===== src/rtl/rx_timer_pkg.sv =====
// Shared types and defaults for the serial receive bit timer.
package rx_timer_pkg;

    typedef enum logic [1:0] {
        IDLE = 2'd0,
        SKIP = 2'd1,
        DATA = 2'd2
    } state_t;

    localparam int DEF_CLKS_PER_BIT = 10;
    localparam int DEF_SAMPLE_POINT = 5;
    localparam int DEF_NUM_BITS     = 9;

    // Width needed to hold the values 0..max_val.
    function automatic int cnt_width(input int max_val);
        return $clog2(max_val + 1);
    endfunction

endpackage


===== src/rtl/flex_counter.sv =====
// Wrapping counter: 0 after clear, then 1..rollover, rollover -> 1 with no dead cycle.
module flex_counter #(
    parameter int W = 4
) (
    input  logic         clk,
    input  logic         n_rst,
    input  logic         i_clear,
    input  logic         i_count_enable,
    input  logic [W-1:0] i_rollover_val,
    output logic [W-1:0] o_count_out,
    output logic [W-1:0] o_count_next
);

    logic [W-1:0] r_count;

    always_comb begin
        o_count_next = r_count;
        if (i_clear)
            o_count_next = '0;
        else if (i_count_enable)
            o_count_next = (r_count == i_rollover_val) ? W'(1) : r_count + W'(1);
    end

    always_ff @(posedge clk or negedge n_rst) begin
        if (!n_rst) r_count <= '0;
        else        r_count <= o_count_next;
    end

    assign o_count_out = r_count;

endmodule


===== src/rtl/rx_bit_timer.sv =====
// Bit-period timer: skips the start bit, strobes each bit at its sample point, flags frame end.
// Optional stop-bit check enabled by defining RX_TIMER_FRAMING_EN.
module rx_bit_timer
    import rx_timer_pkg::*;
#(
    parameter int CLKS_PER_BIT = DEF_CLKS_PER_BIT,
    parameter int SAMPLE_POINT = DEF_SAMPLE_POINT,
    parameter int NUM_BITS     = DEF_NUM_BITS
) (
    input  logic                             clk,
    input  logic                             n_rst,
    input  logic                             i_start_bit,
    input  logic                             i_abort,
    input  logic                             i_serial_in,
    output logic                             o_shift_strobe,
    output logic                             o_packet_done,
    output logic                             o_framing_error,
    output logic                             o_busy,
    output logic [cnt_width(NUM_BITS)-1:0]   o_bit_index
);

    localparam int CNT_W = cnt_width(CLKS_PER_BIT);
    localparam int IDX_W = cnt_width(NUM_BITS);
    localparam logic [CNT_W-1:0] C_VAL = CNT_W'(CLKS_PER_BIT);
    localparam logic [CNT_W-1:0] S_VAL = CNT_W'(SAMPLE_POINT);
    localparam logic [IDX_W-1:0] N_VAL = IDX_W'(NUM_BITS);

    state_t           r_state, w_state_next;
    logic [CNT_W-1:0] w_clk_cnt, w_clk_cnt_next;
    logic [IDX_W-1:0] w_idx, w_unused_idx_next;
    logic             r_strobe, r_done;
    logic             w_start, w_kill, w_frame_end, w_strobe_next;

    // Abort only matters mid-frame; in IDLE it must leave bit_index alone.
    assign w_start     = (r_state == IDLE) && i_start_bit && !i_abort;
    assign w_kill      = i_abort && (r_state != IDLE);
    assign w_frame_end = (r_state == DATA) && r_strobe && (w_idx == N_VAL) && !i_abort;

    always_comb begin
        w_state_next = r_state;
        case (r_state)
            IDLE:    if (w_start)              w_state_next = SKIP;
            SKIP:    if (w_clk_cnt == C_VAL)   w_state_next = DATA;
            DATA:    if (w_frame_end)          w_state_next = IDLE;
            default:                           w_state_next = IDLE;
        endcase
        if (i_abort) w_state_next = IDLE;
    end

    // Strobe is registered, so it is decided from the counter's next value.
    assign w_strobe_next = (w_state_next == DATA) && (w_clk_cnt_next == S_VAL);

    flex_counter #(.W(CNT_W)) u_clk_cnt (
        .clk            (clk),
        .n_rst          (n_rst),
        .i_clear        (w_state_next == IDLE),
        .i_count_enable (1'b1),
        .i_rollover_val (C_VAL),
        .o_count_out    (w_clk_cnt),
        .o_count_next   (w_clk_cnt_next)
    );

    flex_counter #(.W(IDX_W)) u_bit_cnt (
        .clk            (clk),
        .n_rst          (n_rst),
        .i_clear        (w_start || w_kill),
        .i_count_enable (w_strobe_next),
        .i_rollover_val (N_VAL),
        .o_count_out    (w_idx),
        .o_count_next   (w_unused_idx_next)
    );

    always_ff @(posedge clk or negedge n_rst) begin
        if (!n_rst) begin
            r_state  <= IDLE;
            r_strobe <= 1'b0;
        end else begin
            r_state  <= w_state_next;
            r_strobe <= w_strobe_next;
        end
    end

`ifdef RX_TIMER_FRAMING_EN
    logic r_ferr;

    // Stop bit is the line value in the cycle of the last strobe.
    always_ff @(posedge clk or negedge n_rst) begin
        if (!n_rst) begin
            r_done <= 1'b0;
            r_ferr <= 1'b0;
        end else begin
            r_done <= w_frame_end && i_serial_in;
            r_ferr <= w_frame_end && !i_serial_in;
        end
    end

    assign o_framing_error = r_ferr;
`else
    logic w_unused_serial;

    always_ff @(posedge clk or negedge n_rst) begin
        if (!n_rst) r_done <= 1'b0;
        else        r_done <= w_frame_end;
    end

    assign w_unused_serial = i_serial_in;
    assign o_framing_error = 1'b0;
`endif

    assign o_shift_strobe = r_strobe;
    assign o_packet_done  = r_done;
    assign o_busy         = (r_state != IDLE);
    assign o_bit_index    = w_idx;

endmodule

===== config.mk =====
export PLATFORM = sky130hd
export DESIGN_NAME = rx_bit_timer
export DESIGN_NICKNAME = d
export VERILOG_FILES = /design/src/rtl/rx_timer_pkg.sv /design/src/rtl/flex_counter.sv /design/src/rtl/rx_bit_timer.sv
export SDC_FILE = /design/constraint.sdc
export NUM_CORES = 1
export LEC_CHECK = 0
export CAP_MARGIN = 25
export CORE_MARGIN = 1.5
export CORE_UTILIZATION = 50
export DETAILED_ROUTE_END_ITERATION = 6
export PLACE_DENSITY = 0.88
export SLEW_MARGIN = 20
export SYNTH_ARGS = -nofsm -noshare
export SYNTH_HDL_FRONTEND = slang
export SYNTH_HIERARCHICAL = 1
export SYNTH_SLANG_ARGS = --single-unit
export TNS_END_PERCENT = 5

===== constraint.sdc =====
create_clock -name clk -period 6.8 [get_ports clk]
set_clock_uncertainty 0.1 [all_clocks]
set_input_delay 0.68 -clock clk [delete_from_list [all_inputs] [get_ports clk]]
set_output_delay 0.68 -clock clk [all_outputs]
set_load 0.005 [all_outputs]

==> run_results.csv <==
group,metric,value,unit
critical_path,crit_family,"compound AO/OA/AOI/OAI gates",
layout,area_growth,22.33,%
critical_path,cp.arrival,3350,ps
sta,rsz0062_at_grt,"no",
power,pwr-share-comb,10.7,%
critical_path,rrSetupSlack,4040,ps
sta,setup_viol,0,
power,p_clk_share,38.4,%
yosys,ys.flop_type,"dfrtp_1",
power,power.density,157.8,nW/um^2
sta,period_share,48.04,%
critical_path,cp_max_fo,10,
critical_path,path_buf_inv,1,
global_routing,gr-total-overflow,0,
clocking,cts_tree,"done",
power,total_power,144.9,uW
routing,first_iter_violations,14,
placed_design,io_buffer_count,10,
routing,vias_per_cell,5.555,
sta,slew_headroom,63.33,%
layout,fin_nets,103,
critical_path,critPathMaxStageDelay,490,ps
yosys,yosys.cell_types.count,29,
critical_path,required,6880,ps
global_routing,grt_pass1_wl,2.511,mm
global_routing,grt_pass1_vias,605,
routing,drt_wl_total,1.415,mm
min_path,hold_path_class,"reg -> reg",
job,drv_cap,0,
critical_path,timing.rr.end,"u_bit_cnt/o_count_out[3]",
status,status,"complete, no violations",
placed_design,dpl.hpwl,1.034,mm
clocking,ctsResizeCount,0,
clocking,holdBufCountCts,0,
critical_path,end_kind,"flip-flop",
die,die-area,1743,sq um
critical_path,path_cells,"clkdlybuf4s50_1 -> or3b_1 -> a31o_1 -> o21a_1 -> a2111oi_2 -> nand4bb_1 -> a21oi_2 -> nand4_1 -> xor2_1 -> a211oi_1",
power,p_sw,33.99,uW
clocking,insertion_delay,270,ps
critical_path,cp_slowest_cell,"clkdlybuf4s50_1",
clocking,clkTransAtPathRegs,80,ps
min_path,min_from,"o_shift_strobe",
clocking,clock-root-buffer,"clkbuf_4",
sta,fmax,0.3061,GHz
yosys,netlist_instances,76,
min_path,min_to,"o_packet_done",
clocking,cts_max_level,1,
placed_design,placed_cell_area,882.1,sq um
power,intPower,111.0,uW
die,die_y,41.75,microns
yosys,ys_seq_elements,12,
global_routing,track_usage,18.26,%
sta,fin_setup_tns,0,ps
sta,postLayoutSetupSlackWorst,3533,ps
power,swShare,23.45,%
placed_design,dpl_worst_slack,3297,ps
yosys,async_reset_ff_share,100.0,%
sta,min_period,3267,ps
clocking,post-cts-setup-buffer-count,0,
yosys,syn_area,750.7,sq um
clocking,numCtsBuffers,3,
critical_path,startpoint_type,"primary input",
global_routing,antenna_found_initial,0,
yosys,synth_area_leaders,"dfrtp_1 40%, xor2_1 12%, a2111oi_2 4.0%",
yosys,yosys_warnings,6,
critical_path,r2r-start,"r_state[0]",
routing,drt_first_pass_iters,4,
routing,vias,611,
layout,n_antenna_cell,0,
critical_path,critical_path_class,"in -> reg",
yosys,synth_area_per_cell,9.878,sq um
yosys,yosysTopAreaCell,"dfrtp_1",
routing,ant_nets,0,
die,die_width,41.75,microns
critical_path,worstRegToRegCells,9,
routing,drc,0,
yosys,synth_commonest_cells,"12 x dfrtp_1, 10 x xor2_1, 7 x nor2_1, 6 x nand2_1",
yosys,synth-edff-count,0,
yosys,synth_top_area_share,40.00,%
sta,slew_violations,0,
layout,drive_gt1_share,12.63,%
global_routing,grt_max_degree,13,
die,row_count,13,
layout,final_util,68.03,%
power,p_seq_share,50.9,%
clocking,clockBufferDepth,2,
die,ios,13,
yosys,ys_seq_area_share,40.00,%
placed_design,place.gp.congestion,0.7891,
min_path,holdPathStages,2,
power,worst_ir_drop_vdd,109.5,uV
power,leakage,0.4156,nW
die,start_util,55.61,%
sta,hold_viol_final,0,
layout,design_area,918.4,sq um
die,core,1350,sq um
clocking,clock_sinks,12,
yosys,post-synth-top-count-cell,"dfrtp_1",
sta,max_slew.worst_pin.slew,548.4,ps
routing,wl_per_cell,12.86,microns
==> worst max path at each step <==
stage	depth (start not counted)	from	endpoint	slack, ps
global route	10	i_abort	u_bit_cnt/o_count_out[3]	3380
finish	10	i_abort	u_bit_cnt/o_count_out[3]	3530
global placement	10	i_abort	u_bit_cnt/o_count_out[3]	3330
detailed placement	10	i_abort	u_bit_cnt/o_count_out[3]	3300
CTS	10	i_abort	u_bit_cnt/o_count_out[3]	3520
floorplan	9	i_abort	u_bit_cnt/o_count_out[1]	4060
==> metrics by stage <==
stage                     hold WS (ps)  std cells
after floorplan                  284.4         84
after global placement           421.2        106
after detailed placement         427.5        106
after CTS                        440.6        110
after global routing             472.5        110
final                            437.3        110
==> worst reg2reg max path: stages, from the launching register on <==
cell and delay [ps]:
dfrtp_1 410, or3b_1 400, a31o_1 250, o21a_1 180, a2111oi_2 270, nand4bb_1 160
a21oi_2 360, nand4_1 180, xor2_1 170, a211oi_1 210
==> metal layers <==
| metal | routed length [microns] | share of wire (%) | GRT usage [%] | vias up |
|---|---|---|---|---|
| met1 | 681 | 48 | 23.22 | 295 |
| met2 | 687 | 49 | 30.94 | 12 |
| met3 | 42 | 3.0 | 3.478 | 2 |
| met5 | 0 | 0 | 0 | - |
| li1 | - | - | - | 302 |
| met4 | 3 | 0.21 | 5.806 | 0 |
==> state kept, by name, summed over array words and instances (netlist names) <==
signal                 cells
r_state                    2
u_clk_cnt/o_count_out      4
o_packet_done              1
o_shift_strobe             1
u_bit_cnt/o_count_out      4
==> placed cells by master, fill, tap and decap left out <==
master | synthesis | routed
nor3_1 | 1 | 1
or3b_1 | 1 | 1
nor2_1 | 7 | 7
nand4bb_1 | 1 | 1
a2111oi_2 | 2 | 2
nand3_1 | 1 | 1
nor4_2 | 2 | 2
or2_2 | 1 | 1
nand2_1 | 6 | 6
a21oi_2 | 1 | 1
o21bai_1 | 1 | 1
clkbuf_8 | 0 | 1
clkbuf_4 | 0 | 3
a211oi_1 | 2 | 2
or3b_2 | 2 | 2
a31o_1 | 1 | 1
xor2_1 | 10 | 10
ha_1 | 2 | 2
conb_1 | 2 | 10
clkdlybuf4s50_1 | 0 | 10
o21ai_1 | 1 | 1
and3_1 | 3 | 3
dfrtp_1 | 12 | 12
a21oi_1 | 2 | 2
and2_1 | 1 | 1
o21a_1 | 3 | 3
nand2b_1 | 1 | 1
nand4_1 | 3 | 3
nor2b_1 | 2 | 2
o31ai_1 | 2 | 2
==> power groups by stage <==
stage | sequential, mW | combinational [mW] | clock [mW]
final | 0.0738 | 0.0155 | 0.0557
after CTS | 0.0737 | 0.0153 | 0.0575
after detailed placement | 0.0752 | 0.0152 | 0
after global placement | 0.0752 | 0.0146 | 0
after global routing | 0.0740 | 0.0174 | 0.0616
after floorplan | 0.0747 | 0.0102 | 0
==> cell families (layout without fill, tap and decap cells) <==
logic type	after synthesis	count (layout)	share of synthesized area, %
other	2	10	1.000
buffers and inverters	3	14	2.334
adders and majority gates	2	2	3.333
xor gates and xnor gates	10	10	11.67
AOI/OAI and AO/OA	15	15	16.33
DFF	12	12	40.00
and+or+nand+nor	32	32	25.33
==> layout make-up <==
type	count	area (sq um)
clock buffers	4	36.28
fillers	94	431.7
multi-input cells	69	462.9
flip-flops and latches	12	300.3
well taps	15	18.77
repair buffers	10	100.1
Note: power is estimated with default switching activity, not from simulation.
